`src/rtl/slot_counter.sv`:
```
// Gen2 slot counter: tracks Q and the slot, issues the RN16 reply strobe and runs the ACK handshake.
// Optional REPLY timeout is compiled in when SLOT_COUNTER_TIMEOUT_EN is defined.
module slot_counter #(
    parameter int SLOT_W         = 15,
    parameter int TIMEOUT_CYCLES = 64
) (
    input  logic              clk,
    input  logic              reset_n,
    input  logic              query_stb,
    input  logic              queryadj_stb,
    input  logic              queryrep_stb,
    input  logic              ack_stb,
    input  logic              nak_stb,
    input  logic [3:0]        q_in,
    input  logic [1:0]        updn,
    input  logic [15:0]       handle,
    input  logic [15:0]       ack_rn,
    output logic              reply_stb,
    output logic [1:0]        state,
    output logic [SLOT_W-1:0] slot,
    output logic [3:0]        q_out,
    output logic [15:0]       rn_latched
);

    typedef enum logic [1:0] {
        IDLE         = 2'b00,
        ARBITRATE    = 2'b01,
        REPLY        = 2'b10,
        ACKNOWLEDGED = 2'b11
    } state_t;

    state_t            cur_state, nxt_state;
    logic [SLOT_W-1:0] slot_q, slot_d, slot_dec, slot_load;
    logic [3:0]        q_q, q_d, q_adj, load_q;
    logic [15:0]       rn_q, rn_d;
    logic              reply_q, reply_d;
    logic              load;
    logic              ack_match;
    logic              timeout_hit;

    assign slot_dec  = slot_q - SLOT_W'(1);
    assign ack_match = (ack_rn == rn_q);

    // QueryAdjust saturates at both ends of the Q range.
    always_comb begin
        q_adj = q_q;
        case (updn)
            2'b01:   q_adj = (q_q == 4'd15) ? q_q : q_q + 4'd1;
            2'b10:   q_adj = (q_q == 4'd0)  ? q_q : q_q - 4'd1;
            default: q_adj = q_q;
        endcase
    end

`ifdef SLOT_COUNTER_TIMEOUT_EN
    localparam int TO_W = $clog2(TIMEOUT_CYCLES) + 1;
    logic [TO_W-1:0] to_cnt;

    assign timeout_hit = (to_cnt == TO_W'(TIMEOUT_CYCLES - 1));

    // Counts only while staying in REPLY; any (re)entry restarts the window.
    always_ff @(posedge clk or negedge reset_n) begin
        if (!reset_n)
            to_cnt <= '0;
        else if (cur_state == REPLY && nxt_state == REPLY && !reply_d)
            to_cnt <= to_cnt + TO_W'(1);
        else
            to_cnt <= '0;
    end
`else
    assign timeout_hit = 1'b0;
`endif

    always_comb begin
        // NOTE: every output of this block gets a default first so no path leaves one unassigned (no latches).
        nxt_state = cur_state;
        slot_d    = slot_q;
        q_d       = q_q;
        rn_d      = rn_q;
        reply_d   = 1'b0;
        load      = 1'b0;
        load_q    = q_q;
        slot_load = '0;

        // Fixed priority: query > queryadj > queryrep > ack > nak > timeout.
        if (query_stb) begin
            load   = 1'b1;
            load_q = q_in;
        end else if (queryadj_stb) begin
            if (cur_state != IDLE) begin
                load   = 1'b1;
                load_q = q_adj;
            end
        end else if (queryrep_stb) begin
            case (cur_state)
                ARBITRATE: begin
                    slot_d = slot_dec;
                    if (slot_dec == '0) begin
                        nxt_state = REPLY;
                        reply_d   = 1'b1;
                    end
                end
                REPLY:        nxt_state = ARBITRATE;
                ACKNOWLEDGED: nxt_state = IDLE;
                default:      nxt_state = cur_state;
            endcase
        end else if (ack_stb) begin
            if (cur_state == REPLY || cur_state == ACKNOWLEDGED)
                nxt_state = ack_match ? ACKNOWLEDGED : ARBITRATE;
        end else if (nak_stb) begin
            if (cur_state != IDLE)
                nxt_state = ARBITRATE;
        end else if (cur_state == REPLY && timeout_hit) begin
            nxt_state = ARBITRATE;
        end

        if (load) begin
            slot_load = handle[SLOT_W-1:0] & ~({SLOT_W{1'b1}} << load_q);
            q_d       = load_q;
            rn_d      = handle;
            slot_d    = slot_load;
            if (slot_load == '0) begin
                nxt_state = REPLY;
                reply_d   = 1'b1;
            end else begin
                nxt_state = ARBITRATE;
            end
        end
    end

    always_ff @(posedge clk or negedge reset_n) begin
        // NOTE: state registers use non-blocking assignments so every flop samples pre-edge values.
        if (!reset_n) begin
            cur_state <= IDLE;
            slot_q    <= '0;
            q_q       <= '0;
            rn_q      <= '0;
            reply_q   <= 1'b0;
        end else begin
            cur_state <= nxt_state;
            slot_q    <= slot_d;
            q_q       <= q_d;
            rn_q      <= rn_d;
            reply_q   <= reply_d;
        end
    end

    assign state      = cur_state;
    assign slot       = slot_q;
    assign q_out      = q_q;
    assign rn_latched = rn_q;
    assign reply_stb  = reply_q;

endmodule

```
`config.mk`:
```
export PLATFORM = sky130hd
export DESIGN_NAME = slot_counter
export DESIGN_NICKNAME = d
export VERILOG_FILES = /design/src/rtl/slot_counter.sv
export SDC_FILE = /design/constraint.sdc
export NUM_CORES = 1
export LEC_CHECK = 0
export BUFFER_PORTS_ARGS = -buffer_cell sky130_fd_sc_hd__buf_2
export CAP_MARGIN = 20
export CORE_MARGIN = 2
export CORE_UTILIZATION = 37
export CTS_CLUSTER_SIZE = 40
export DETAILED_ROUTE_END_ITERATION = 6
export PLACE_DENSITY_LB_ADDON = 0.1
export SKIP_LAST_GASP = 1
export SLEW_MARGIN = 0
export SYNTH_ARGS = -nofsm -noshare
export SYNTH_HDL_FRONTEND = slang
export SYNTH_SLANG_ARGS = --single-unit
```
`constraint.sdc`:
```
create_clock -name clk -period 3 [get_ports clk]
set_clock_uncertainty 0.1 [all_clocks]
set_input_delay 0.3 -clock clk [delete_from_list [all_inputs] [get_ports clk]]
set_output_delay 0.3 -clock clk [all_outputs]
set_load 0.01 [all_outputs]
```
==> Word-level counts from Yosys, hierarchy flattened <==
Cells that the tools add are included.
W data, S select, Z words.
{ "classes": {"addsub": 3, "multipliers": 0, "n_div": 0, "order_cmp": 0, "n_eq_ne": 12, "shifts": 1, "muxes": 33, "bitwise": 2, "n_reduce_logical": 11} }
{ "ops": {"columns": ["operator", "n"], "rows": [
  ["$mux W15", 5],
  ["$logic_not A15 Y1", 2],
  ["$mux W2", 11],
  ["$mux W4", 5],
  ["$eq A16 B16 Y1", 1],
  ["$and A15 B15 Y15", 1],
  ["$not A15 Y15", 1],
  ["$shl A15 B4 Y15 const A", 1],
  ["$sub A15 B1 Y15 const B", 1],
  ["$mux W1", 10],
  ["$pmux W4 S2", 1],
  ["$reduce_bool A4 Y1", 2],
  ["$reduce_and A7 Y1", 1],
  ["$eq A2 B2 Y1 const B", 3],
  ["$pmux W2 S3", 1],
  ["$reduce_bool A2 Y1", 3],
  ["$ne A5 B1 Y1 const B", 1],
  ["$add A4 B1 Y4 const B", 1],
  ["$eq A2 B1 Y1 const B", 2],
  ["$eq A4 B4 Y1 const B", 1],
  ["$logic_not A4 Y1", 1],
  ["$ne A2 B1 Y1 const B", 2],
  ["$ne A4 B2 Y1 const B", 1],
  ["$ne A4 B4 Y1 const B", 1],
  ["3 further kinds", 3]
]} }
{ "word_totals": {"register_bits": 38, "latchBits": 0, "ramBits": 0, "rom_bits": 0, "inputBits": 45, "out_inout_bits": 38, "word_cells": 67, "n_memories": 0} }

==> Logic depth before layout (Yosys ltp) <==
{ "logic_depth": {"depth_word": 12, "mapped_depth": 12, "depth_no_buf": 11} }

==> Worst setup path before layout <==
Ideal clock, no wire load.
{ "synth_path": {"path_kind": "register to register", "start": "reg q_q[0], in the netlist q_out[0]", "end": "reg cur_state[0], in the netlist state[0]", "setup_ns": 0.119, "t_arrival_ns": 2.574, "slack_ns": 0.208, "stages_incl_launch_ff": 13, "path_buffers": 1, "path_cell_list": "dfrtp_1 > buf_2 > inv_1 > ha_1 > nor2_1 > mux2_1 > a22o_1 > o221ai_2 > inv_1 > and2_1 > a221oi_2 > nand4_2 > o21a_1"} }
{ "synth_via": {"elab_chain_cells": 12, "word_cells_on_any_way": 16, "classes_between": "2 x add/sub; 1 x eq/ne; 1 x shift; 8 x mux; 2 x bitwise; 2 x reduce/logical"} }
{ "synth_lines": {"columns": ["item", "line", "source"], "rows": [
  ["start: declaration", "34", "logic [3:0] q_q, q_d, q_adj, load_q;"],
  ["start signal: assignment", "141", "q_q <= q_d;"],
  ["$sub A4 B1 Y4, or another cell as far along", "49", "2'b10: q_adj = (q_q == 4'd0) ? q_q : q_q - 4'd1;"],
  ["$mux W4 (on tied branches)", "49, 48", null],
  ["$pmux W4 S2", "47", "case (updn)"],
  ["$mux W4", "89", "if (cur_state != IDLE) begin"],
  ["$mux W4 (*)", "88", "end else if (queryadj_stb) begin"],
  ["$mux W4 (*)", "85", "if (query_stb) begin"],
  ["$shl A15 B4 Y15 (*)", "117", "slot_load = handle[SLOT_W-1:0] & ~({SLOT_W{1'b1}} << load_q);"],
  ["$not A15 Y15 (*)", "117", null],
  ["$and A15 B15 Y15 (*)", "117", null],
  ["$logic_not A15 Y1 (*)", "121", "if (slot_load == '0) begin"],
  ["$mux W2 (*)", "121", null],
  ["$mux W2 (*)", "116", "if (load) begin"],
  ["end signal: assignment", "139", "cur_state <= nxt_state;"],
  ["end: declaration", "32", "state_t cur_state, nxt_state;"]
]} }
Mark *: on every way between the ends. The rest lies on a longest branch, timed or not.
A chain may end at the register's enable or synchronous reset.

==> Worst setup path in the final report <==
{ "layout_path": {"start": "reg slot_q[1], in the netlist slot[1]", "end": "reg cur_state[0], in the netlist state[0]"} }
{ "layout_via": {"elab_chain_cells": 4} }
{ "layout_lines": {"columns": ["item", "line", "source"], "rows": [
  ["start: declaration", "33", "logic [SLOT_W-1:0] slot_q, slot_d, slot_dec, slot_load;"],
  ["start signal: assignment", "140", "slot_q <= slot_d;"],
  ["$sub A15 B1 Y15", "41", "assign slot_dec = slot_q - SLOT_W'(1);"],
  ["$logic_not A15 Y1", "97", "if (slot_dec == '0) begin"],
  ["$ne A4 B4 Y1 (no source line)", null, null],
  ["$reduce_and A7 Y1 (no source line)", null, null]
]} }
No other way between the ends.

==> flow_summary.ini <==
[hold_path]
min_path_type = input port to asynchronous set/reset pin

[detailed_routing]
ant_nets = 0
drc = 0
dr.pass1.iters = 4
wirelength_um = 8800
vias_per_cell = 5.42
vias = 2879
wl_per_cell_um = 16.6
drtIter0Drc = 118

[setup_path]
crit_path_end_kind = flip-flop
crit_type = flip-flop to flip-flop
cpMaxStageDelayCell = dfrtp_1
critPathArrivalTime_ns = 2.93
crit_chain = inv_1 -> ha_1 -> nor4b_4 -> nand3_2 -> or3b_1 -> a21oi_1 -> o211a_1 -> a31oi_1 -> mux2_2 -> o21a_1
cp_max_fo = 6
required_ns = 3.09
startpoint_type = flip-flop
critPathMaxStageDelay_ns = 0.43

[clock_network]
cts_setup_buffers = 0
clk_path_buf_depth = 2
clk_pin_slew_ns = 0.08
cts_tree = done
htreeDepth = 2
clock_latency_ns = 0.29
cts_inserted_buffers = 5
cts-root-buf = clkbuf_8
clock-sinks = 38

[synthesis]
synth_nets = 392
synth_compound_gate_area_share = 0.217
synth_area_um2 = 2750
synth_edf_count = 0
synth_seq_cells = 38
synthAdderAreaFrac = 0.0273
yosys.area.top_type = dfrtp_1
ys_warn_count = 0
synth_seq_area_share = 0.345
syn_inst = 341
synthFlopType = dfrtp_1
yosys.area.top_type_share = 0.345
synth-simple-area-share = 0.293
synth_top_family_by_area = simple AND/OR/NAND/NOR gates
ys_types = 68
async_flop_share = 1.00
synth_mux_area_frac = 0.0118
avgSynthCellArea_um2 = 8.08
synth_area_leaders = dfrtp_1 35%, nand2_1 10%, xnor2_1 4.8%, o21ai_0 4.0%, nor2_1 2.9%
yosys.area_share.xor_xnor = 0.0668

[timing]
setup_tns_ns = 0
slew_headroom = 0.401
hold_viol = 0
min_period_ns = 2.84
hold_slack_ns = 0.0192
slew_viol_final = 0
setup_viol = 0
period_share = 0.947
worst_slew_pin_slew_ns = 0.898
max_freq_mhz = 352
rsz0062_at_grt = false

[die]
die_w_um = 90.3
dieArea_um2 = 8150
ioPinCount = 83
die_h_um = 90.3
design.core.area_um2 = 7210
initial_utilization = 0.382
std_cell_rows = 31

[placement]
io_buffer_count = 82
gp_congestion = 0.882
place.detailed.hpwl_um = 6910

[cells_and_area]
nNetsFinal = 482
area_growth_syn_to_layout_pct = 26.9
drive_gt1_frac = 0.285
antenna_cells = 0

[status]
status = completed

[power]
cellLeakagePower_nw = 1.59
ir_drop_mv = 0.170
p_per_area_nw_per_um2 = 484

[global_route]
grt-ovfl-total = 0
grt_max_degree = 39
antenna_found_initial = 0
grt_pass1_wl_um = 14700
grt_pass1_vias = 2871
gr-usage-all-layers = 0.224

[flow_run]
drv_cap = 0
power breakdown:
group	internal [W]	switching [W]
clock network	0.000249	0.000183
logic	0.000250	0.000334
registers	0.000575	0.0000995
total	0.00107	0.000617
Yosys cell counts (2+ instances only):
cell type  number
a41oi_1         2
nor3_1         11
o22ai_1         3
a31oi_1         4
nand2_1        73
or2_2           2
clkbuf_1        9
nor2_1         21
nand2b_1        4
o31ai_1         2
inv_1          13
xnor2_1        15
a32oi_1         2
nand4b_1        2
o311ai_1        3
or4_1           2
a221o_1         2
nor4_1          8
and2_1          3
xor2_1          6
a21boi_0        2
dfrtp_1        38
ha_1            6
o211ai_1        2
o21ai_0        22
o221ai_1        3
inv_2           2
or3_1           2
nor2b_1         3
a22o_1          2
nand3_1        13
o21ai_1         3
nand4_1         5
o2111ai_1       2
or3b_1          2
buf_2           2
a21oi_1        13
o311ai_0        2
cell usage in the layout (no fill, tap or decap), types with 3 or more instances in the layout:
cell,instances
a21oi_1,13
a31oi_1,4
and2_1,3
buf_2,82
buf_4,13
clkbuf_8,5
dfrtp_1,37
ha_1,6
inv_1,13
nand2_1,73
nand2b_1,4
nand3_1,12
nand4_1,5
nor2_1,20
nor2b_1,3
nor3_1,10
nor4_1,7
o21ai_0,22
o21ai_1,3
o221ai_1,3
o22ai_1,3
xnor2_1,15
xor2_1,6
layer usage:
| metal | GRT usage | routed length [um] |
|---|---|---|
| met2 | 0.379 | 4300 |
| met3 | 0.0301 | 344 |
| met5 | 0 | 0 |
| met4 | 0.0603 | 107 |
| met1 | 0.301 | 4050 |
stage by stage:
stage / cells / instance area [um2] / total power, W / util / setup slack (ns)
global placement: 523 / 3330 / 0.00125 / 0.462 / 0.0325
detailed placement: 523 / 3330 / 0.00125 / 0.462 / 0.0430
CTS: 531 / 3440 / 0.00169 / 0.477 / 0.0218
global route: 531 / 3500 / 0.00180 / 0.485 / 0.00985
floorplan: 341 / 2750 / 0.00101 / - / 0.208
finish: 531 / 3500 / 0.00169 / 0.485 / 0.158
layout make-up:
| type | count | area (um2) |
|---|---|---|
| inverters | 15 | 56.3 |
| multi-input cells | 276 | 1750 |
| well taps | 99 | 124 |
| fillers | 780 | 3720 |
| flip-flops and latches | 38 | 952 |
| clock inverters | 1 | 30.0 |
| clock buffers | 7 | 76.3 |
| repair buffers | 95 | 508 |
cells by family (layout without fill, tap and decap cells):
family / after synthesis / in the layout
AOI/OAI and AO/OA: 83 / 83
xor gates and xnor gates: 21 / 21
adders and majority gates: 6 / 6
buffers and inverters: 27 / 118
DFF: 38 / 38
muxes: 3 / 3
and+or+nand+nor: 163 / 163
worst paths after layout:
path / from / endpoint / slack [ns] / depth (start not counted)
worst max register to register: slot[1] / state[0] / 0.16 / 10
max in group asynchronous: reset_n / q_out[0] / 2.15 / 1
worst max-delay path: slot[1] / state[0] / 0.16 / 10
worst min-delay path: reset_n / rn_latched[12] / 0.02 / 1
worst min register to register: rn_latched[14] / rn_latched[14] / 0.41 / 2
min in group clk: handle[15] / rn_latched[15] / 0.10 / 3
state kept, by name, indices dropped and copies added (netlist names):
register and count:
rn_latched 16, slot 15, q_out 4, state 2, reply_stb 1
worst max-delay path, delay by kind of cell (launching register included):
kind            cells  cell delay [ns]
mux                 1             0.30
buf+inv             1             0.12
fa+ha+maj           1             0.27
simple gates        3             0.89
compound gates      4             0.63
flops               1             0.43
timing repair:
item                       in CTS  in global routing
hold buffers                    0                  0
resized for setup               0                  9
hold endpoints to repair        0                  0
setup endpoints to repair       0                  4
No activity file was read; power rests on OpenSTA's default activity.
